`config.mk`:
```
export PLATFORM = sky130hd
export DESIGN_NAME = frame_draw_ctrl
export DESIGN_NICKNAME = d
export VERILOG_FILES = /design/src/rtl/frame_draw_ctrl.sv
export SDC_FILE = /design/constraint.sdc
export NUM_CORES = 1
export LEC_CHECK = 0
export CORE_UTILIZATION = 44
export CTS_CLUSTER_SIZE = 16
export DETAILED_ROUTE_END_ITERATION = 8
export PLACE_DENSITY = 0.79
export SKIP_CTS_REPAIR_TIMING = 1
export SLEW_MARGIN = 20
export SYNTH_ARGS = -nofsm -noshare
export SYNTH_HDL_FRONTEND = slang
export SYNTH_SLANG_ARGS = --single-unit
```
`constraint.sdc`:
```
create_clock -name clk -period 3.5 [get_ports clk]
set_input_delay 0.525 -clock clk [delete_from_list [all_inputs] [get_ports clk]]
set_output_delay 0.525 -clock clk [all_outputs]
set_load 0.05 [all_outputs]
```
`src/rtl/frame_draw_ctrl.sv`:
```
// Per-frame draw sequencer: background ROM scan, then sprite, merged into one
// registered x/y/colour/plot write port for the 160x120 VGA adapter.
module frame_draw_ctrl #(
  parameter int unsigned SCREEN_W     = 160,
  parameter int unsigned SCREEN_H     = 120,
  parameter logic [2:0]  WALL_COLOUR  = 3'b001,
  parameter logic [2:0]  FLOOR_COLOUR = 3'b000
) (
  input  logic       clk,
  input  logic       reset,
  input  logic       frame_tick,
  output logic       bg_enable,
  input  logic       bg_done,
  input  logic [7:0] bg_x,
  input  logic [6:0] bg_y,
  input  logic       bg_colour,
  output logic       sprite_enable,
  input  logic       sprite_done,
  input  logic [7:0] sprite_x,
  input  logic [6:0] sprite_y,
  input  logic [2:0] sprite_colour,
  input  logic       sprite_valid,
  output logic [7:0] vga_x,
  output logic [6:0] vga_y,
  output logic [2:0] vga_colour,
  output logic       vga_plot,
  output logic       frame_busy,
  output logic       overrun
);

  typedef enum logic [2:0] {
    IDLE     = 3'd0,
    BG_RUN   = 3'd1,
    BG_FLUSH = 3'd2,
    SP_RUN   = 3'd3,
    SP_FLUSH = 3'd4
  } state_t;

  localparam logic [8:0] X_LIMIT = 9'(SCREEN_W);
  localparam logic [7:0] Y_LIMIT = 8'(SCREEN_H);

  function automatic logic on_screen(input logic [7:0] x, input logic [6:0] y);
    return ({1'b0, x} < X_LIMIT) && ({1'b0, y} < Y_LIMIT);
  endfunction

  state_t     state_r, state_nx_s;
  logic       first_r;
  logic       pending_r, pending_nx_s;
  logic       overrun_r, overrun_nx_s;
  logic       busy_s;

  logic [7:0] stage_x_r;
  logic [6:0] stage_y_r;
  logic       stage_valid_r;

  logic [7:0] vga_x_r, wr_x_s;
  logic [6:0] vga_y_r, wr_y_s;
  logic [2:0] vga_colour_r, wr_colour_s;
  logic       vga_plot_r, wr_plot_s;

  assign busy_s       = (state_r != IDLE);
  assign overrun_nx_s = overrun_r | (frame_tick & pending_r & busy_s);

  // Done is masked in the first cycle of each run state: it is stale from the last frame.
  assign bg_enable     = (state_r == BG_RUN) && !(bg_done && !first_r);
  assign sprite_enable = (state_r == SP_RUN) && !(sprite_done && !first_r);
  assign frame_busy    = busy_s;

  // Frame sequencing and single-entry tick queue
  always_comb begin
    state_nx_s   = state_r;
    pending_nx_s = pending_r | frame_tick;
    case (state_r)
      IDLE: begin
        if (frame_tick || pending_r) begin
          state_nx_s   = BG_RUN;
          pending_nx_s = pending_r & frame_tick;
        end else begin
          state_nx_s   = IDLE;
          pending_nx_s = 1'b0;
        end
      end
      BG_RUN: begin
        if (bg_done && !first_r) begin
          state_nx_s = BG_FLUSH;
        end else begin
          state_nx_s = BG_RUN;
        end
      end
      BG_FLUSH: state_nx_s = SP_RUN;
      SP_RUN: begin
        if (sprite_done && !first_r) begin
          state_nx_s = SP_FLUSH;
        end else begin
          state_nx_s = SP_RUN;
        end
      end
      SP_FLUSH: state_nx_s = IDLE;
      default: begin
        state_nx_s   = IDLE;
        pending_nx_s = 1'b0;
      end
    endcase
  end

  // Write-port source select; the background path reads from the stage register
  always_comb begin
    wr_x_s      = 8'd0;
    wr_y_s      = 7'd0;
    wr_colour_s = 3'd0;
    wr_plot_s   = 1'b0;
    case (state_r)
      BG_RUN, BG_FLUSH: begin
        wr_x_s      = stage_x_r;
        wr_y_s      = stage_y_r;
        wr_colour_s = bg_colour ? WALL_COLOUR : FLOOR_COLOUR;
        wr_plot_s   = stage_valid_r && on_screen(stage_x_r, stage_y_r);
      end
      SP_RUN: begin
        wr_x_s      = sprite_x;
        wr_y_s      = sprite_y;
        wr_colour_s = sprite_colour;
        wr_plot_s   = sprite_valid && on_screen(sprite_x, sprite_y);
      end
      default: begin
        wr_x_s      = 8'd0;
        wr_y_s      = 7'd0;
        wr_colour_s = 3'd0;
        wr_plot_s   = 1'b0;
      end
    endcase
  end

  // Control state registers
  always_ff @(posedge clk or posedge reset) begin
    if (reset) begin
      state_r   <= IDLE;
      first_r   <= 1'b0;
      pending_r <= 1'b0;
      overrun_r <= 1'b0;
    end else begin
      state_r   <= state_nx_s;
      first_r   <= (state_nx_s != state_r);
      pending_r <= pending_nx_s;
      overrun_r <= overrun_nx_s;
    end
  end

  // Stage register aligns coordinates with the ROM's one-cycle read latency
  always_ff @(posedge clk or posedge reset) begin
    if (reset) begin
      stage_x_r     <= 8'd0;
      stage_y_r     <= 7'd0;
      stage_valid_r <= 1'b0;
      vga_x_r       <= 8'd0;
      vga_y_r       <= 7'd0;
      vga_colour_r  <= 3'd0;
      vga_plot_r    <= 1'b0;
    end else begin
      stage_x_r     <= bg_x;
      stage_y_r     <= bg_y;
      stage_valid_r <= (state_r == BG_RUN);
      vga_x_r       <= wr_x_s;
      vga_y_r       <= wr_y_s;
      vga_colour_r  <= wr_colour_s;
      vga_plot_r    <= wr_plot_s;
    end
  end

  assign vga_x      = vga_x_r;
  assign vga_y      = vga_y_r;
  assign vga_colour = vga_colour_r;
  assign vga_plot   = vga_plot_r;
  assign overrun    = overrun_r;

endmodule

```
==> metrics.cfg, run 1 <==
[drt]
drt_iter0_markers=18
via_per_inst=4.90
vias=1039
drt-total-wl_um=3010
ant_nets=0
drt-pass1-iter-count=4
route.detailed.drc=0
wl_per_cell_um=14.2

[critical_path]
slowest_stage=clkdlybuf4s50_1
critPathBufInv=1
r2r_start=state_r[2]$_DFF_PP0_
reg2reg_depth=3
ff2ff_setup_slack_ns=2.13
crit_arrival_ns=2.32
timing.rr.end=vga_plot$_DFF_PP0_
critPathRequiredTime_ns=2.97
crit_end=sprite_enable
cp-start-kind=flop
cp.depth=3
crit_start=state_r[2]$_DFF_PP0_
crit_chain=and3b_2 > nor2b_1 > clkdlybuf4s50_1
cpLargestDelayFamily=buffers and inverters
worst_path_largest_cell_delay_ns=0.81
path_class=reg -> out
path_max_fanout=21
worst_setup_path_end_kind=output port

[die]
fp.dieArea_um2=3500
die_w_um=59.1
fp.dieH_um=59.1
rows=20
pin_count=63
start_util=0.467
core_um2=3080

[cells_and_area]
drive_above_1_share=0.0714
stdcell_area_um2=2180
fin_nets=207
fin_util=0.708
synthToLayoutAreaGrowth_pct=51.7
diodes=0

[yosys]
synth_area_um2=1440
ys.flop_type=dfrtp_1
ys_types=28
ys_seq_elements=41
ys_async_sr_fraction=1.00
synth_top_area_frac=0.714
syn_area_per_cell_um2=14.2
yosysMostFrequentCell=dfrtp_1
ys_seq_area_frac=0.714
yosysTopAreaCell=dfrtp_1
netlist_top_cells_area=dfrtp_1 71%, a22o_1 9.8%, inv_1 1.8%
synth_common_cells=41 x dfrtp_1, 16 x a22o_1, 7 x inv_1, 5 x o21ai_0
synth_cells=101
synth_edf_count=0
synth_warnings=0
synth_nets=141

[outcome]
outcome=finished clean

[grt]
grt_pass1_wl_um=4690
overflow=0
antenna_found_initial=0
grt_start_max_net_pins=42
grt_pass1_vias=1068
grt_usage=0.191

[clock_network]
ctsRootBufferMaster=clkbuf_4
cts_tree=yes
clk_pin_slew_ns=0.11
cts_buffer_depth=2
cts_max_level=2
clock_latency_ns=0.34
cts_buffers=5
cts_sinks=41

[sta]
period_needed_ns=2.85
finalCritPeriodShare=0.814
rsz0062_at_grt=no
setup_tns_ns=0
relSlewSlack=0.664
layout_setup_ws_ns=0.652
report.final.hold_viol_count=0
slew_violations=0
setup_viol=0
max_freq_mhz=351
finalClockSkew_ns=0.00232
hold_ws_ns=0.481
worstMarginPinSlew_ns=0.502

[placement]
place_congestion=0.792
place.port_buffers=62
dpl_worst_slack_ns=0.950
postPlaceCellArea_um2=2090
dp_hpwl_um=2200

[flow_run]
cap_violations=0

[power_and_ir_drop]
ir_worst_vdd_uv=614
pwr_density_cell_nw_per_um2=932
leakage_uw=0.000966

[worst_hold_path]
hold_path_class=reg -> reg

[layer usage]
metal,GRT usage,up-vias,share of wire
met1,0.216,496,0.41
met5,0,-,0
met3,0.0677,5,0.078
met2,0.331,51,0.49
met4,0.0748,0,0.020
li1,-,487,-
[registers in the layout (all words and copies together) (netlist names), 3 cells and up]
signal      cells
state_r         3
stage_x_r       8
vga_colour      3
vga_y           7
vga_x           8
stage_y_r       7
[worst min-delay path by stage]
stage / from / endpoint / slack (ns) / depth (start not counted)
floorplan: stage_x_r[2]$_DFF_PP0_ / vga_x[2]$_DFF_PP0_ / 0.45 / 1
global placement: stage_x_r[4]$_DFF_PP0_ / vga_x[4]$_DFF_PP0_ / 0.45 / 1
detailed placement: stage_x_r[0]$_DFF_PP0_ / vga_x[0]$_DFF_PP0_ / 0.46 / 1
CTS: stage_x_r[0]$_DFF_PP0_ / vga_x[0]$_DFF_PP0_ / 0.48 / 1
global route: stage_x_r[2]$_DFF_PP0_ / vga_x[2]$_DFF_PP0_ / 0.51 / 1
finish: stage_y_r[1]$_DFF_PP0_ / vga_y[1]$_DFF_PP0_ / 0.48 / 1
[stage by stage]
step                instances  total power, uW
finish                    212             2030
CTS                       212             2050
detailed placement        204             1730
floorplan                 101             1420
global route              212             2140
global placement          204             1700
[area by class of cell]
cell class,instances,area [um^2]
sequential,41,1030
fill,226,900
clock buffer,7,55.1
inverter,7,26.3
timing repair buffer,63,628
tap,44,55.1
clock inverter,1,30.0
multi-input combinational,49,358
[power breakdown]
group / total (uW) / switching (uW) / internal [uW] / leakage [uW]
clock: 314 / 143 / 171 / 0.0000455
sequential: 677 / 67.9 / 609 / 0.000497
combinational: 1040 / 650 / 390 / 0.000424
total: 2030 / 861 / 1170 / 0.000966
[layout by cell type, fill, tap and decap left out]
master,instances
nand4_1,2
clkdlybuf4s50_1,62
xnor2_2,1
bufinv_16,1
nor3_1,1
dfrtp_1,41
and4_1,1
nand2_1,3
mux2_2,1
a41oi_1,1
clkbuf_4,5
nand3_1,2
a22o_1,16
clkbuf_8,1
nand3b_1,1
a21o_1,1
o21bai_1,1
a21oi_1,1
o21ai_0,5
a211oi_1,1
and3b_2,1
and3_1,1
inv_1,7
nor2_1,1
nor2_4,1
buf_4,1
o21ai_1,1
nor2b_1,2
nand2b_1,1
clkbuf_1,1
and2_1,3
[cells by family after synthesis]
family,share of synthesized area
AO/OA/AOI/OAI,0.144
buffers and inverters,0.0366
XOR/XNOR,0.0113
AND/OR/NAND/NOR,0.0862
multiplexers,0.00784
flip-flops,0.714
No activity file was read; power rests on OpenSTA's default activity.
==> inputs of run 2 (changes only) <==
--- a/config.mk
+++ b/config.mk
@@ -5,10 +5,10 @@
 export SDC_FILE = /design/constraint.sdc
 export NUM_CORES = 1
 export LEC_CHECK = 0
-export CORE_UTILIZATION = 44
+export CORE_UTILIZATION = 41
 export CTS_CLUSTER_SIZE = 16
 export DETAILED_ROUTE_END_ITERATION = 8
-export PLACE_DENSITY = 0.79
+export PLACE_DENSITY = 0.74
 export SKIP_CTS_REPAIR_TIMING = 1
 export SLEW_MARGIN = 20
 export SYNTH_ARGS = -nofsm -noshare
==> constraint.sdc (replaced) <==
create_clock -name clk -period 2.67 [get_ports clk]
set_input_delay 0.4005 -clock clk [delete_from_list [all_inputs] [get_ports clk]]
set_output_delay 0.4005 -clock clk [all_outputs]
set_load 0.05 [all_outputs]
==> run 2 against run 1 <==
Sequential power up 31%. Largest cell class unchanged. Critical path type unchanged. Via count up 1.4%. Final area down 1.4%. Sequential cell count unchanged. First-iteration DRC count rose to 2.6 times the previous value. Sequential share of layout area up 0.66 points. Worst hold slack better by 0.0032 ns. Die area up 7.1%. Routed wire length down 2.4%. Count of clock-buffer cells in the layout unchanged. Total power up 26%.
==> metrics.cfg, run 2 (same netlist as run 1, synthesis figures left out) <==
[outcome]
outcome=finished clean

[die]
die_w_um=61.2  ; +3.5%
rows=21  ; +5.0%
start_util=0.430  ; -0.0362
core_um2=3340  ; +8.4%
pin_count=63  ; unchanged
fp.dieH_um=61.2  ; +3.5%
fp.dieArea_um2=3740  ; +7.1%

[critical_path]
reg2reg_depth=3  ; unchanged
crit_arrival_ns=2.01  ; -0.31 ns
cpLargestDelayFamily=buffers and inverters
slowest_stage=clkdlybuf4s50_1
worst_setup_path_end_kind=output port
critPathRequiredTime_ns=2.27  ; -0.70 ns
critPathBufInv=3  ; +2
crit_chain=nor2_1 > nand2_1 > inv_1 > nand2_1 > inv_1 > clkdlybuf4s50_1
path_max_fanout=7  ; -67%
worst_path_largest_cell_delay_ns=0.78  ; -0.03 ns
cp.depth=6  ; +3
cp-start-kind=flop
path_class=reg -> out

[sta]
finalCritPeriodShare=0.901
rsz0062_at_grt=no
period_needed_ns=2.41
max_freq_mhz=416
relSlewSlack=0.666  ; +0.00176
finalClockSkew_ns=0.00572  ; +0.00340 ns
setup_viol=0  ; unchanged
setup_tns_ns=0  ; unchanged
slew_violations=0  ; unchanged
worstMarginPinSlew_ns=0.500  ; -0.00263 ns
layout_setup_ws_ns=0.264  ; -0.388 ns
report.final.hold_viol_count=0  ; unchanged

[cells_and_area]
layoutNonFillerInstCount=213  ; +0.47%
synthToLayoutAreaGrowth_pct=49.6
drive_above_1_share=0.0719  ; +0.000428
mostFrequentLayoutCells=61 x clkdlybuf4s50_1, 41 x dfrtp_1, 16 x a22o_1
diodes=0  ; unchanged
layout_commonest_cell=clkdlybuf4s50_1
fin_util=0.644  ; -0.0639
fin_nets=207  ; unchanged
fillers=270  ; +19%

[drt]
drt-total-wl_um=2930  ; -2.4%
wl_met1_um=1200  ; -2.8%
vias=1054  ; +1.4%
via_per_inst=4.95  ; +0.97%
wl_per_cell_um=13.8  ; -2.9%
drt_iter0_markers=46  ; +28
ant_nets=0  ; unchanged
top_layer=met4
drt-pass1-iter-count=5  ; +1
route.detailed.drc=0  ; unchanged
wl_met3_um=247  ; +5.6%
wl_met2_um=1440  ; -2.2%

[placement]
dp_hpwl_um=2110  ; -4.0%
place_inst=206  ; +0.98%
place_congestion=0.693  ; -12%
place.port_buffers=62  ; unchanged
dpl_worst_slack_ns=0.434  ; -0.516 ns

[power_and_ir_drop]
internal_power_uw=1430  ; +22%
power.share.clock=0.116  ; -0.039
swShare=0.439  ; +0.0150
leakage_uw=0.000954  ; -1.3%
p_switching_uw=1120  ; +30%
seq_power_share=0.348  ; +0.015
p_comb_frac=0.537  ; +0.025
pwr_density_cell_nw_per_um2=1190  ; +28%
power.total_uw=2550  ; +26%
ir_worst_vdd_uv=587  ; -4.3%

[clock_network]
cts_sinks=41  ; unchanged
ctsRootBufferMaster=clkbuf_4
cts_tree=yes
cts_buffer_depth=2  ; unchanged
cts_buffers=5  ; unchanged
cts_max_level=2  ; unchanged
clock_latency_ns=0.33  ; about the same
clk_pin_slew_ns=0.11  ; about the same

[flow_run]
cap_violations=0  ; unchanged

[worst_hold_path]
holdPathStages=1  ; unchanged
hold_path_class=reg -> reg

[grt]
grt_usage=0.171  ; -0.0206
grt_start_max_net_pins=42  ; unchanged
grt_pass1_vias=1062  ; -0.56%
antenna_found_initial=0  ; unchanged
overflow=0  ; unchanged
grt_pass1_wl_um=4440  ; -5.3%

run 2: worst paths after layout:
kind                                                end  slack (ns)                    from
worst max-delay path                          bg_enable        0.26    state_r[1]$_DFF_PP0_
min in group asynchronous       vga_colour[1]$_DFF_PP0_        0.49                   reset
worst min-delay path                 vga_x[4]$_DFF_PP0_        0.48  stage_x_r[4]$_DFF_PP0_
worst min register to register       vga_x[4]$_DFF_PP0_        0.48  stage_x_r[4]$_DFF_PP0_
max in group asynchronous            vga_x[7]$_DFF_PP0_        1.84                   reset
worst max register to register       vga_plot$_DFF_PP0_        1.27    state_r[1]$_DFF_PP0_
run 2: metal layers:
layer / GRT usage / up-vias
li1: - / 491
met1: 0.185 / 501
met2: 0.303 / 53
met3: 0.0714 / 9
met4: 0.0519 / 0
met5: 0 / -
run 2: stage by stage:
stage               cell area (um^2)  hold WS [ns]
detailed placement              2090         0.458
floorplan                       1440         0.432
finish                          2150         0.485
global placement                2090         0.456
CTS                             2150         0.481
global route                    2150         0.467
run 2: worst register-to-register path: stages (launching register included):
cell	delay [ns]
dfrtp_1	0.51
and3b_2	0.50
and4_1	0.26
a21o_1	0.08
run 2: area by class of cell:
class	instances	area, um^2	area share
repair buffers	63	626	0.291
inverters	7	26.3	0.0122
well taps	46	57.6	0.0268
multi-input cells	49	358	0.167
clock buffers	7	55.1	0.0256
flip-flops and latches	41	1030	0.478
run 2: power groups by stage:
stage | logic, uW | registers [uW] | clock network, uW
after global placement | 1350 | 893 | 0
after CTS | 1380 | 891 | 309
final | 1370 | 888 | 295
after detailed placement | 1370 | 904 | 0
after global routing | 1450 | 912 | 345
after floorplan | 546 | 1320 | 0
